--- config.mk ---
export PLATFORM = sky130hd
export DESIGN_NAME = lif_scheduler_flat
export DESIGN_NICKNAME = d
export VERILOG_FILES = /design/src/rtl/lif_scheduler_pkg.sv /design/src/rtl/lif_scheduler_if.sv /design/src/rtl/lif_scheduler_update.sv /design/src/rtl/lif_scheduler.sv /design/src/flat_wrapper.sv
export SDC_FILE = /design/constraint.sdc
export NUM_CORES = 1
export LEC_CHECK = 0
export CAP_MARGIN = 10
export CORE_MARGIN = 1.5
export CORE_UTILIZATION = 54
export DETAILED_ROUTE_END_ITERATION = 6
export PLACE_DENSITY = 0.8
export SYNTH_ARGS = -nofsm -noshare
export SYNTH_HDL_FRONTEND = slang
export SYNTH_SLANG_ARGS = --single-unit
--- constraint.sdc ---
create_clock -name clk -period 6.56 [get_ports clk]
set_input_delay 1.312 -clock clk [delete_from_list [all_inputs] [get_ports clk]]
set_output_delay 1.312 -clock clk [all_outputs]
set_load 0.02 [all_outputs]
--- src/rtl/lif_scheduler_pkg.sv ---
// Shared types and widths for the LIF neuron scheduler.
// The membrane state is MEM_W wide and the input current is CUR_W wide.
package lif_pkg;

  localparam int MEM_W = 16;
  localparam int CUR_W = 8;

  typedef enum logic [1:0] {
    IDLE   = 2'd0,
    FETCH  = 2'd1,
    UPDATE = 2'd2,
    DONE   = 2'd3
  } state_t;

endpackage

--- src/rtl/lif_scheduler_if.sv ---
// Control, current-fetch and monitor signals between the timestep driver and the scheduler.
// master drives requests, currents and the monitor select; slave is the scheduler.
interface lif_scheduler_if #(
  parameter int NUM_NEURONS = 4,
  parameter int IDX_W       = 2
);

  logic                      start;
  logic                      clear;
  logic [lif_pkg::MEM_W-1:0] threshold;
  logic [IDX_W-1:0]          cur_addr;
  logic                      cur_rd;
  logic [lif_pkg::CUR_W-1:0] cur_data;
  logic                      busy;
  logic                      done;
  logic [NUM_NEURONS-1:0]    spikes;
  logic [IDX_W:0]            spike_cnt;
  logic [IDX_W-1:0]          mon_addr;
  logic [lif_pkg::MEM_W-1:0] mon_state;

  modport master (
    output start, clear, threshold, cur_data, mon_addr,
    input  cur_addr, cur_rd, busy, done, spikes, spike_cnt, mon_state
  );

  modport slave (
    input  start, clear, threshold, cur_data, mon_addr,
    output cur_addr, cur_rd, busy, done, spikes, spike_cnt, mon_state
  );

endinterface

--- src/rtl/lif_scheduler_update.sv ---
// Combinational leak-integrate-fire step: leak, add current, saturate, compare, reset by subtraction.
// A zero threshold disables spiking.
module lif_update
  import lif_pkg::*;
#(
  parameter int DECAY_SHIFT = 2
) (
  input  logic [MEM_W-1:0] i_mem,
  input  logic [CUR_W-1:0] i_cur,
  input  logic [MEM_W-1:0] i_threshold,
  output logic [MEM_W-1:0] o_mem_next,
  output logic             o_spike
);

  logic [MEM_W-1:0] w_leaked;
  logic [MEM_W:0]   w_sum;
  logic [MEM_W-1:0] w_t;

  // The leak never underflows, so only the current add needs the extra carry bit.
  assign w_leaked   = i_mem - (i_mem >> DECAY_SHIFT);
  assign w_sum      = {1'b0, w_leaked} + {{(MEM_W + 1 - CUR_W){1'b0}}, i_cur};
  assign w_t        = w_sum[MEM_W] ? {MEM_W{1'b1}} : w_sum[MEM_W-1:0];
  assign o_spike    = (i_threshold != '0) && (w_t >= i_threshold);
  assign o_mem_next = o_spike ? (w_t - i_threshold) : w_t;

endmodule

--- src/rtl/lif_scheduler.sv ---
// Sequences one shared LIF update over all neurons per timestep: FETCH/UPDATE per neuron, then DONE.
// A timestep takes 2*NUM_NEURONS+1 cycles from accepted start to done; start is ignored while busy.
module lif_scheduler
  import lif_pkg::*;
#(
  parameter int NUM_NEURONS = 4,
  parameter int IDX_W       = 2,
  parameter int DECAY_SHIFT = 2
) (
  input logic            clk,
  input logic            rst_n,
  lif_scheduler_if.slave bus
);

  localparam logic [IDX_W-1:0] LAST = IDX_W'(NUM_NEURONS - 1);

  state_t                 r_state;
  logic [IDX_W-1:0]       r_idx;
  logic [MEM_W-1:0]       r_thr;
  logic [MEM_W-1:0]       r_mem [NUM_NEURONS];
  logic [NUM_NEURONS-1:0] r_spk_acc;
  logic [IDX_W:0]         r_cnt_acc;
  logic [NUM_NEURONS-1:0] r_spikes;
  logic [IDX_W:0]         r_spike_cnt;
  logic                   r_busy;
  logic                   r_done;
  logic                   r_cur_rd;
  logic [IDX_W-1:0]       r_cur_addr;
  logic [MEM_W-1:0]       r_mon;

  logic [MEM_W-1:0]       w_mem_cur;
  logic [MEM_W-1:0]       w_mem_next;
  logic                   w_spike;

  assign w_mem_cur = r_mem[r_idx];

  lif_update #(
    .DECAY_SHIFT (DECAY_SHIFT)
  ) u_update (
    .i_mem       (w_mem_cur),
    .i_cur       (bus.cur_data),
    .i_threshold (r_thr),
    .o_mem_next  (w_mem_next),
    .o_spike     (w_spike)
  );

  always_ff @(posedge clk) begin
    if (!rst_n) begin
      r_state     <= IDLE;
      r_idx       <= '0;
      r_thr       <= '0;
      r_spk_acc   <= '0;
      r_cnt_acc   <= '0;
      r_spikes    <= '0;
      r_spike_cnt <= '0;
      r_busy      <= 1'b0;
      r_done      <= 1'b0;
      r_cur_rd    <= 1'b0;
      r_cur_addr  <= '0;
      r_mon       <= '0;
      for (int i = 0; i < NUM_NEURONS; i++) r_mem[i] <= '0;
    end else begin
      r_done   <= 1'b0;
      r_cur_rd <= 1'b0;
      // Non-blocking read: a same-cycle update of this index is seen next cycle.
      r_mon    <= r_mem[bus.mon_addr];
      case (r_state)
        IDLE: begin
          if (bus.start) begin
            r_thr      <= bus.threshold;
            r_idx      <= '0;
            r_spk_acc  <= '0;
            r_cnt_acc  <= '0;
            r_busy     <= 1'b1;
            r_cur_rd   <= 1'b1;
            r_cur_addr <= '0;
            r_state    <= FETCH;
          end else if (bus.clear) begin
            for (int i = 0; i < NUM_NEURONS; i++) r_mem[i] <= '0;
          end
        end
        FETCH: begin
          r_state <= UPDATE;
        end
        UPDATE: begin
          r_mem[r_idx]     <= w_mem_next;
          r_spk_acc[r_idx] <= w_spike;
          r_cnt_acc        <= r_cnt_acc + {{IDX_W{1'b0}}, w_spike};
          if (r_idx == LAST) begin
            r_done  <= 1'b1;
            r_state <= DONE;
          end else begin
            r_idx      <= r_idx + 1'b1;
            r_cur_rd   <= 1'b1;
            r_cur_addr <= r_idx + 1'b1;
            r_state    <= FETCH;
          end
        end
        DONE: begin
          r_spikes    <= r_spk_acc;
          r_spike_cnt <= r_cnt_acc;
          r_busy      <= 1'b0;
          r_state     <= IDLE;
        end
        default: r_state <= IDLE;
      endcase
    end
  end

  assign bus.cur_addr  = r_cur_addr;
  assign bus.cur_rd    = r_cur_rd;
  assign bus.busy      = r_busy;
  assign bus.done      = r_done;
  assign bus.spikes    = r_spikes;
  assign bus.spike_cnt = r_spike_cnt;
  assign bus.mon_state = r_mon;

endmodule
--- src/flat_wrapper.sv ---
// flat-port wrapper written by rule: the top's interface ports become plain ports
module lif_scheduler_flat import lif_pkg::*;
#(
  parameter int NUM_NEURONS = 4,
  parameter int IDX_W       = 2,
  parameter int DECAY_SHIFT = 2
)
  (clk, rst_n, bus_start, bus_clear, bus_threshold, bus_cur_data, bus_mon_addr, bus_cur_addr, bus_cur_rd, bus_busy, bus_done, bus_spikes, bus_spike_cnt, bus_mon_state);
  lif_scheduler_if #(.NUM_NEURONS(NUM_NEURONS), .IDX_W(IDX_W)) bus_i ();
  input logic clk;
  input logic rst_n;
  input wire logic [$bits(bus_i.start)-1:0] bus_start;
  input wire logic [$bits(bus_i.clear)-1:0] bus_clear;
  input wire logic [$bits(bus_i.threshold)-1:0] bus_threshold;
  input wire logic [$bits(bus_i.cur_data)-1:0] bus_cur_data;
  input wire logic [$bits(bus_i.mon_addr)-1:0] bus_mon_addr;
  output wire logic [$bits(bus_i.cur_addr)-1:0] bus_cur_addr;
  output wire logic [$bits(bus_i.cur_rd)-1:0] bus_cur_rd;
  output wire logic [$bits(bus_i.busy)-1:0] bus_busy;
  output wire logic [$bits(bus_i.done)-1:0] bus_done;
  output wire logic [$bits(bus_i.spikes)-1:0] bus_spikes;
  output wire logic [$bits(bus_i.spike_cnt)-1:0] bus_spike_cnt;
  output wire logic [$bits(bus_i.mon_state)-1:0] bus_mon_state;
  assign bus_i.start = bus_start;
  assign bus_i.clear = bus_clear;
  assign bus_i.threshold = bus_threshold;
  assign bus_i.cur_data = bus_cur_data;
  assign bus_i.mon_addr = bus_mon_addr;
  assign bus_cur_addr = bus_i.cur_addr;
  assign bus_cur_rd = bus_i.cur_rd;
  assign bus_busy = bus_i.busy;
  assign bus_done = bus_i.done;
  assign bus_spikes = bus_i.spikes;
  assign bus_spike_cnt = bus_i.spike_cnt;
  assign bus_mon_state = bus_i.mon_state;
  lif_scheduler #(.NUM_NEURONS(NUM_NEURONS), .IDX_W(IDX_W), .DECAY_SHIFT(DECAY_SHIFT)) u_core (.clk(clk), .rst_n(rst_n), .bus(bus_i));
endmodule
After elaboration in Yosys (flattened, before gate mapping). Memory sizes are Yosys's and may differ from the RTL's. A register that Yosys moved wholly into a read port is not among the register bits. Cells that the tools add are included.

Add/subtract/negate cells: 5. Order comparisons: 3. Equal/unequal tests: 6. Mux-type cells: 39. Bitwise operators: 4. Reductions and logical operators: 13.

Operators by type and width (count): 2-to-1 mux 16 bit (7); adder 16 x 8 -> 17 bit (1); greater-or-equal comparator 16 bit (1); nonzero test 16 bit (1); OR reduction 16 bit (1); subtractor 16 x 14 -> 16 bit (1); subtractor 16 bit (1); 2-to-1 mux 1 bit (15); 2-to-1 mux 2 bit (7); one-hot mux 2 bit (4 select lines) (1); one-hot mux 4 bit (2 select lines) (1); AND reduction 2 bit (4); == test 2 bit (second input constant) (3); one-hot mux 3 bit (2 select lines) (1); bitwise mux 4 bit (1); 2-to-1 mux 4 bit (1); inequality test 2 bit (second input constant) (2); OR 1 bit (4); one-hot mux 1 bit (2 select lines) (2); one-hot mux 2 bit (2 select lines) (1); nonzero test 2 bit (2); adder 3 x 1 -> 3 bit (1); < comparator 2 x 3 -> 1 bit (second input constant) (1); 2-to-1 mux 3 bit (1); other kinds (8) (9).

Bits in registers: 37. Bits in writable memories: 64. Bits of input ports: 30. Output and inout port bits: 28. Word-level logic and storage cells: 81. Memories kept: 1.

Memory list: u_core.r_mem (words 4, width 16, rd ports 2, clocked after Yosys merged registers in 2, wr ports 4, RTL line lif_scheduler.sv:20) `logic [MEM_W-1:0] r_mem [NUM_NEURONS];`.

Depth between registers and ports, before layout. Gate-level depths: netlist of run 1.

Depth after elaboration: 7. Mapped depth: 32.

By module. A second synthesis of run 1 with hierarchy kept.

Cells, all modules: 763. Area, all modules: 7757.4 um^2.

Modules (own cells, without submodules): lif_scheduler (instances 1, cells each 399, area an instance 5263.8 um^2, sequential area each 3022.9 um^2); lif_update (instances 1, cells each 364, area an instance 2493.6 um^2, sequential area each 0.0 um^2).

Worst setup path after synthesis of run 1. No wires, ideal clock.

Path kind: register to register. From: reg (tool-made name). To: reg u_core.r_cnt_acc[2]. Arrival time: 6.924 ns. Setup slack: -0.491 ns. Cell stages (with the launch flop): 32. Period minus slack after synthesis: 7.051 ns. Cell sequence: dfxtp_1 -> buf_6 -> buf_1 -> mux4_2 -> inv_1 -> ha_1 -> inv_1 -> fa_1 -> a211oi_2 -> o21a_1 -> xnor2_1 -> ha_1 -> o21ai_0 -> nand2b_1 -> a21oi_1 -> nor2_1 -> nand3_1 -> or4b_1 -> and2_1 -> ha_1 -> clkbuf_1 -> and4_1 -> nand4_1 -> a31o_2 -> a41o_1 -> inv_1 -> buf_1 -> ha_1 -> ha_1 -> mux2_2 -> a22oi_1 -> nor2_1.

RTL lines: end signal: assignment (RTL line lif_scheduler.sv:88) `r_cnt_acc <= r_cnt_acc + {{IDX_W{1'b0}}, w_spike};`; end: declaration (RTL line lif_scheduler.sv:22) `logic [IDX_W:0] r_cnt_acc;`.

==> flow_summary.toml, run 1 <==
[power_and_ir_drop]
p_switching_w = 0.00188
p_per_area_nw_per_um2 = 462
ir_worst_vdd_v = 0.000278
p_clk_share_pct = 21.2
sequentialPowerShare_pct = 20.4
leakage_nw = 3.49
switching_share_pct = 44.4
internal-power_w = 0.00235
p_comb_share_pct = 58.4

[sta]
timing.fmax_mhz = 158
tns_ns = 0
finalHoldViolCount = 0
setup_violations = 0
fin_worst_skew_ns = 0.00704
fin_ws_ns = 0.223
worst_pin_slew_ns = 1.04
drv_slew = 0
period_share_pct = 96.6
slew_headroom_pct = 30.3
fin_crit_ns = 6.34

[finish]
area_delta_synth_final_pct = 19.6
stdcell_count = 1043
nets = 927
diodes = 0
finish.utilization_pct = 66.1
layout-drive-gt1-share_pct = 14.4

[min_path]
hold_end = "u_core.bus.spike_cnt[1]"
holdCritStartpoint = "u_core.bus.spike_cnt[1]"
hold_depth = 2
holdCritPathClass = "reg2reg"

[yosys]
yosysMostFrequentCell = "nor2_1"
ys_ff_latch = 119
synth_cell_types = 74
netlist_instances = 786
yosysSeqAreaShare_pct = 39.5
synth_compound_area_share_pct = 17.2
synthFlopType = "edfxtp_1"
syn_nets = 863
synth_top_family_by_area = "simple AND/OR/NAND/NOR gates"
synth_fa_ha_area_share_pct = 7.99
synth_edf_count = 64
synth_top_area_cell = "edfxtp_1"
synth_area_sq_um = 7640
synth_top_area_share_pct = 25.1
yosys.area_share.simple_pct = 17.7
synth_xor_area_share_pct = 2.86
syn_area_per_cell_sq_um = 9.72
synth_common_cells = "nor2_1, a21oi_1, nand2_1"
yosysWarnings = 0
synthMuxAreaShare_pct = 10.3
synthArstFlopShare_pct = 0
yosys-top-cells-area = "edfxtp_1, dfxtp_1, mux4_2, ha_1, nor2_1"

[global_routing]
antenna_found_initial = 0
track_usage_pct = 29.0
grt_max_degree = 37
grt_pass1_wl_mm = 32.4
grt_overflow = 0
grt_pass1_vias = 6276

[setup_path]
slowest_delay_ns = 0.56
critPathLaunchType = "flop"
cp.arrival_ns = 6.62
r2r_slack_ns = 0.22
critPathBufInv = 4
critPathCaptureType = "flop"
crit_path_frequent_cell = "ha_1"
critPathMaxFanout = 9
path_delay_family = "compound AO/OA/AOI/OAI gates"
required_ns = 6.85
rr_worst_depth = 29
cp_slowest_cell = "mux4_2"
path_class = "reg2reg"
r2r-end = "u_core.r_cnt_acc[2]"

[clocking]
clk_pin_slew_ns = 0.06
htreeDepth = 4
cts_buffer_depth = 2
cts_hold_buf = 0
cts_tree = "done"
clock_latency_ns = 0.42
cts_root_buf = "clkbuf_16"
cts_made_buffers = 17
cts.sinks = 119

[drt]
ant_nets = 0
drt-total-wl_mm = 21.2
vias = 6610
drc_errors = 0
drt_first_iter_violations = 716
drtPass1Iterations = 5
wl_per_cell_microns = 20.3
detail_route.vias_per_cell = 6.34

[floorplan]
num_rows = 43
fp.dieW_microns = 122
die_height_microns = 122
ios = 58
dieArea_sq_um = 14900
initial_utilization_pct = 55.3
coreArea_sq_um = 13800

[status]
status = "completed"

[placement]
place_ws_ns = 0.145
io_buffers = 57
dp.cells = 1001
hpwl_mm = 14.9
gp_congestion = 0.917

[run]
cap_violations = 0
## worst min-delay path: cells and delay by family (launching register included)
| family | cells | cell delay, ns |
|---|---|---|
| compound gates | 1 | 0.06 |
| flops | 1 | 0.31 |
| simple gates | 1 | 0.05 |
## cells by family after synthesis
group,after synthesis
buf+inv,84
compound gates,196
fa+ha+maj,47
flops,119
simple gates,278
xor+xnor,25
mux,37
## sequential cells by signal (all words and copies together), names as in the netlist, named ones only
| name | cells |
|---|---|
| u_core.r_mem | 64 |
| u_core.bus.mon_state | 16 |
| u_core.r_thr | 16 |
| u_core.bus.spikes | 4 |
| u_core.r_spk_acc | 4 |
| u_core.bus.spike_cnt | 3 |
| u_core.r_cnt_acc | 3 |
| u_core.bus.cur_addr | 2 |
| u_core.r_state | 2 |
| u_core.bus.busy | 1 |
| u_core.bus.cur_rd | 1 |
| u_core.bus.done | 1 |
## worst max path at each step
stage	slack, ns	endpoint	depth (start not counted)
floorplan	0.02	u_core.r_cnt_acc[2]	31
global placement	0.27	u_core.r_mem[0][13]	22
detailed placement	0.15	u_core.r_mem[0][14]	26
CTS	0.08	u_core.r_mem[3][13]	28
global route	-0.09	u_core.r_cnt_acc[2]	29
finish	0.22	u_core.r_cnt_acc[2]	29
## power groups by stage
stage	combinational (W)	sequential (W)	clock, W
after floorplan	0.00165	0.000872	0
after global placement	0.00228	0.000870	0
after detailed placement	0.00232	0.000873	0
after CTS	0.00234	0.000860	0.000899
after global routing	0.00266	0.000866	0.000931
final	0.00247	0.000862	0.000895
## per-stage QoR
| step | total power [W] | hold WS (ns) | instance area (sq um) |
|---|---|---|---|
| after CTS | 0.00410 | 0.472 | 8990 |
| final | 0.00423 | 0.467 | 9150 |
| after detailed placement | 0.00320 | 0.461 | 8430 |
| after global routing | 0.00446 | 0.490 | 9150 |
| after floorplan | 0.00252 | 0.444 | 7650 |
| after global placement | 0.00315 | 0.448 | 8430 |
## layout by cell type (no fill, tap or decap), types with 16 or more instances in the layout
cell type        netlist  layout
and2_1                19      19
dfxtp_1               55      53
buf_4                  0      27
xnor2_1               16      16
clkbuf_16              0      17
nand2_1               65      65
a21oi_1               67      65
clkdlybuf4s50_1        0      57
inv_1                 42      41
nor2_1                97      97
ha_1                  44      43
mux4_2                28      28
nand3_1               23      23
edfxtp_1              64      64
o21ai_0               24      18
## layer usage
metal  vias to the layer above  part of all wire [%]  GRT usage [%]
met5                         -                     0              0
met4                         0                   4.3           16.2
met3                        60                   7.3           6.46
met2                       327                    50           48.1
met1                      3185                    39           35.0
li1                       3038                     -              -
## repair_timing
| action | CTS | global route |
|---|---|---|
| endpoints found under the hold margin | 0 | 0 |
| setup endpoints to repair | 0 | 54 |
| resized for setup | 0 | 15 |
| setup buffers | 0 | 9 |
## cell type report
cell class	instances	area (sq um)
Fill cell	1021	4680
Timing Repair Buffer	86	812
Clock inverter	13	131
Clock buffer	19	433
Sequential cell	119	3030
Inverter	43	161
Multi-Input combinational cell	583	4360
Tap cell	180	225
Power figures use the tool's default switching activity.
==> inputs of run 2 (changes only) <==
CORE_MARGIN = 5   (was 1.5)
==> flow_summary.toml, run 2 (synthesis gave the netlist of run 1 again) <==
[sta]
fin_crit_ns = 6.27
period_share_pct = 95.6
slew_headroom_pct = 29.6
setup_violations = 0
drv_slew = 0
worst_pin_slew_ns = 1.05
finalHoldViolCount = 0
timing.fmax_mhz = 159
fin_hold_ws_ns = 0.451
fin_worst_skew_ns = 0.00994

[drt]
drtPass1Iterations = 5
drc_errors = 0
ant_nets = 0
drt-total-wl_mm = 20.1
vias = 6380
detail_route.vias_per_cell = 6.12
wl_per_cell_microns = 19.3
drt_first_iter_violations = 604

[clocking]
cts.sinks = 119
clk_pin_slew_ns = 0.05
cts_buffer_depth = 2
cts_hold_buf = 0
htreeDepth = 4
clock_latency_ns = 0.42
cts_tree = "done"
cts_root_buf = "clkbuf_16"
cts_made_buffers = 17

[finish]
nets = 927
layout-drive-gt1-share_pct = 15.2
fill_cells = 1051
finish.utilization_pct = 66.6
largest-register = "u_core.r_mem"
largest_register_ff_count = 64
area_delta_synth_final_pct = 20.9
final_cell_mix = "nor2_1, nand2_1, a21oi_1, edfxtp_1, clkdlybuf4s50_1"
diodes = 0
final_common_cell = "nor2_1"

[global_routing]
track_usage_pct = 24.2
antenna_found_initial = 3
grt_overflow = 0
grt_pass1_wl_mm = 31.2
grt_pass1_vias = 6025
grt_max_degree = 37

[floorplan]
coreArea_sq_um = 13900
initial_utilization_pct = 55.1
num_rows = 43
fp.dieW_microns = 129
dieArea_sq_um = 16600
ios = 58
die_height_microns = 129

[setup_path]
critPathCaptureType = "flop"
rr_worst_depth = 29
cp_slowest_cell = "dfxtp_1"
cp.arrival_ns = 6.55
r2r-end = "u_core.r_cnt_acc[2]"
required_ns = 6.84
r2r_slack_ns = 0.29
crit_path_frequent_cell = "ha_1"
critPathLaunchType = "flop"
slowest_delay_ns = 0.45
critPathMaxFanout = 12
path_class = "reg2reg"

[power_and_ir_drop]
leakage_nw = 3.51
p_switching_w = 0.00189
sequentialPowerShare_pct = 19.9
switching_share_pct = 43.9
ir_worst_vdd_v = 0.000316
p_comb_share_pct = 58.6
p_clk_share_pct = 21.4
p_per_area_nw_per_um2 = 467
internal-power_w = 0.00242

[placement]
hpwl_mm = 13.9
gp_congestion = 0.940
io_buffers = 57

[run]
cap_violations = 0

[min_path]
holdCritPathClass = "reg2reg"
holdCritStartpoint = "u_core.bus.spikes[1]"
hold_depth = 2
hold_end = "u_core.bus.spikes[1]"

[status]
status = "completed"
[run 2: changes by cell type in the layout (fill, tap and decap cells not counted), sizes merged]
cell      change
bufinv        +1
clkbuf        -1
inv           -1
clkinvlp      -2
clkinv        +3
[run 2: layout make-up]
cell class	count	area (sq um)	share of cell area [%]
inverters	43	161	1.75
multi-input cells	583	4450	48.1
clock inverters	14	159	1.72
clock buffers	18	429	4.65
repair buffers	86	792	8.57
flip-flops and latches	119	3020	32.7
well taps	180	225	2.44
[run 2: worst max-delay path, delay by kind of cell (launching register included)]
| family | cells | cell delay [ns] |
|---|---|---|
| xor gates and xnor gates | 1 | 0.14 |
| and+or+nand+nor | 8 | 1.37 |
| adders and majority gates | 5 | 1.13 |
| AOI/OAI and AO/OA | 9 | 1.68 |
| DFF | 1 | 0.45 |
| buffers and inverters | 4 | 0.64 |
| muxes | 2 | 0.71 |
[run 2: power groups by stage]
stage	registers (W)	logic, W	clock network, W
after floorplan	0.000872	0.00165	0
after global placement	0.000869	0.00231	0
after detailed placement	0.000872	0.00233	0
after CTS	0.000858	0.00235	0.000931
after global routing	0.000863	0.00272	0.000974
final	0.000859	0.00253	0.000925
[run 2: per-stage QoR]
step / power, W / std cells / TNS, ns / setup WS [ns] / cell area (sq um)
finish: 0.00431 / 1043 / 0 / 0.286 / 9240
global route: 0.00455 / 1043 / -0.0908 / -0.0569 / 9240
CTS: 0.00414 / 1038 / 0 / 0.00556 / 9050
detailed placement: 0.00320 / 1006 / 0 / 0.0317 / 8450
global placement: 0.00318 / 1006 / 0 / 0.173 / 8450
floorplan: 0.00252 / 786 / 0 / 0.0189 / 7650
[run 2: metal layers]
layer	track usage, %	vias up	routed length [microns]
met2	39.5	280	9750
met4	8.83	2	592
met1	31.9	3027	8240
met3	5.19	38	1510
met5	0	-	12
li1	-	3033	-
[run 2: worst max-delay path by stage]
stage,from,cells past startpoint,end
6_report,flop,29,u_core.r_cnt_acc[2]
5_1_grt,flop,29,u_core.r_cnt_acc[2]
4_1_cts,flop,28,u_core.r_cnt_acc[2]
3_5_place_dp,flop,25,u_core.r_mem[0][14]
3_3_place_gp,flop,25,u_core.r_mem[3][14]
2_1_floorplan,flop,31,u_core.r_cnt_acc[2]
[run 2: timing repair]
item | CTS | global route
pin swaps | 0 | 4
setup endpoints to repair | 4 | 67
setup buffers | 0 | 5
cloned | 0 | 0
gates resized for setup | 1 | 31
==> inputs of run 3 (changes only) <==
CORE_UTILIZATION = 40   (was 54)
CTS_CLUSTER_DIAMETER = 50   (was not set)
PLACE_DENSITY = 0.63   (was 0.8)
==> flow_summary.toml, run 3 (synthesis gave the netlist of run 1 again) <==
[status]
status = "completed"

[sta]
setup_violations = 0
fin_crit_ns = 6.22
slew_headroom_pct = 26.2
tns_ns = 0
fin_worst_skew_ns = 0.00853
period_share_pct = 94.8
finalHoldViolCount = 0
fin_ws_ns = 0.344
drv_slew = 0
timing.fmax_mhz = 161
worst_pin_slew_ns = 1.10
rsz0062_at_grt = "false"

[global_routing]
grt_overflow = 0
antenna_found_initial = 0
grt_pass1_wl_mm = 32.5
track_usage_pct = 18.8
grt_max_degree = 37
grt_pass1_vias = 5965

[power_and_ir_drop]
ir_worst_vdd_v = 0.000224
p_per_area_nw_per_um2 = 473
leakage_nw = 3.49

[run]
cap_violations = 0

[placement]
place_ws_ns = 0.189
io_buffers = 57
place_area_sq_um = 8560
gp_congestion = 0.928
hpwl_mm = 14.9
dp.cells = 1062

[floorplan]
ios = 58
die_height_microns = 148
num_rows = 50
coreArea_sq_um = 18800
initial_utilization_pct = 40.7
fp.dieW_microns = 148
dieArea_sq_um = 22000

[finish]
nets = 926
stdcell_count = 1096
diodes = 0
finish.utilization_pct = 49.3
fill_cells = 1743
final_cell_mix = "nor2_1, nand2_1, a21oi_1, edfxtp_1, clkdlybuf4s50_1"
area_delta_synth_final_pct = 21.0
largest-register = "u_core.r_mem"
largest_register_ff_count = 64
design_area_sq_um = 9250
final_common_cell = "nor2_1"
layout-drive-gt1-share_pct = 14.0

[setup_path]
path_class = "reg2reg"
critPathMaxFanout = 14
critPathLaunchType = "flop"
critPathCaptureType = "flop"
cp.arrival_ns = 6.34
required_ns = 6.69
r2r_slack_ns = 0.34

[min_path]
holdCritPathClass = "reg2reg"

[clocking]
cts_made_buffers = 17
clk_pin_slew_ns = 0.06
htreeDepth = 4
clock_latency_ns = 0.41
cts.sinks = 119
cts_tree = "done"
cts_root_buf = "clkbuf_16"
cts_buffer_depth = 2

[drt]
ant_nets = 0
drc_errors = 0
drt_first_iter_violations = 524
drt-total-wl_mm = 20.7
vias = 6322
detail_route.vias_per_cell = 5.77
drtPass1Iterations = 5
wl_per_cell_microns = 18.9
[run 3: final cells by class]
type / instances / area (sq um) / area share, %
Clock buffer: 21 / 462 / 4.99
Clock inverter: 11 / 149 / 1.61
Inverter: 43 / 161 / 1.75
Multi-Input combinational cell: 583 / 4350 / 47.0
Sequential cell: 119 / 3020 / 32.7
Tap cell: 234 / 293 / 3.17
Timing Repair Buffer: 85 / 813 / 8.79
[run 3: worst paths after layout]
| kind | start | to | cells past startpoint |
|---|---|---|---|
| min reg2reg | u_core.bus.spikes[2] | u_core.bus.spikes[2] | 2 |
| max reg2reg | flop | u_core.r_mem[0][10] | 25 |
| max | flop | u_core.r_mem[0][10] | 25 |
| min | u_core.bus.spikes[2] | u_core.bus.spikes[2] | 2 |
[run 3: repair_timing]
item / 4_1_cts / 5_1_grt
setup endpoints to repair: 0 / 54
hold buffers: 0 / 0
hold endpoints to repair: 0 / 0
gates resized for setup: 0 / 17
buffers inserted: 0 / 2
[run 3: critical path: stages, from the launching register on]
cell	delay [ns]
dfxtp_2	0.36
buf_4	0.18
mux4_1	0.61
ha_1	0.38
a21oi_1	0.32
o21a_1	0.23
xnor2_1	0.08
ha_1	0.34
o21ai_0	0.11
nand2b_1	0.10
a21oi_2	0.09
nor2_1	0.16
nand3_1	0.12
or4b_1	0.51
and2_1	0.19
ha_2	0.40
and4_1	0.24
nand4_1	0.11
a31o_2	0.22
a41o_1	0.25
inv_2	0.15
buf_12	0.16
a21oi_1	0.05
a2bb2oi_1	0.32
buf_4	0.20
nor2_1	0.05
[run 3: layer usage]
| layer | GRT usage, % | share of wire (%) | vias to the layer above |
|---|---|---|---|
| li1 | - | - | 3034 |
| met5 | 0 | 0 | - |
| met4 | 3.79 | 1.3 | 0 |
| met1 | 26.3 | 45 | 2991 |
| met3 | 3.78 | 7.5 | 23 |
| met2 | 30.4 | 46 | 274 |
[run 3: report_power, final]
part / switching (W) / internal (W)
sequential: 0.0000267 / 0.000832
combinational: 0.00155 / 0.00102
clock: 0.000335 / 0.000620
[run 3: metrics by stage]
| step | hold WS (ns) | power, W |
|---|---|---|
| global placement | 0.449 | 0.00332 |
| floorplan | 0.444 | 0.00252 |
| detailed placement | 0.451 | 0.00331 |
| finish | 0.458 | 0.00438 |
| global route | 0.489 | 0.00464 |
| CTS | 0.464 | 0.00428 |
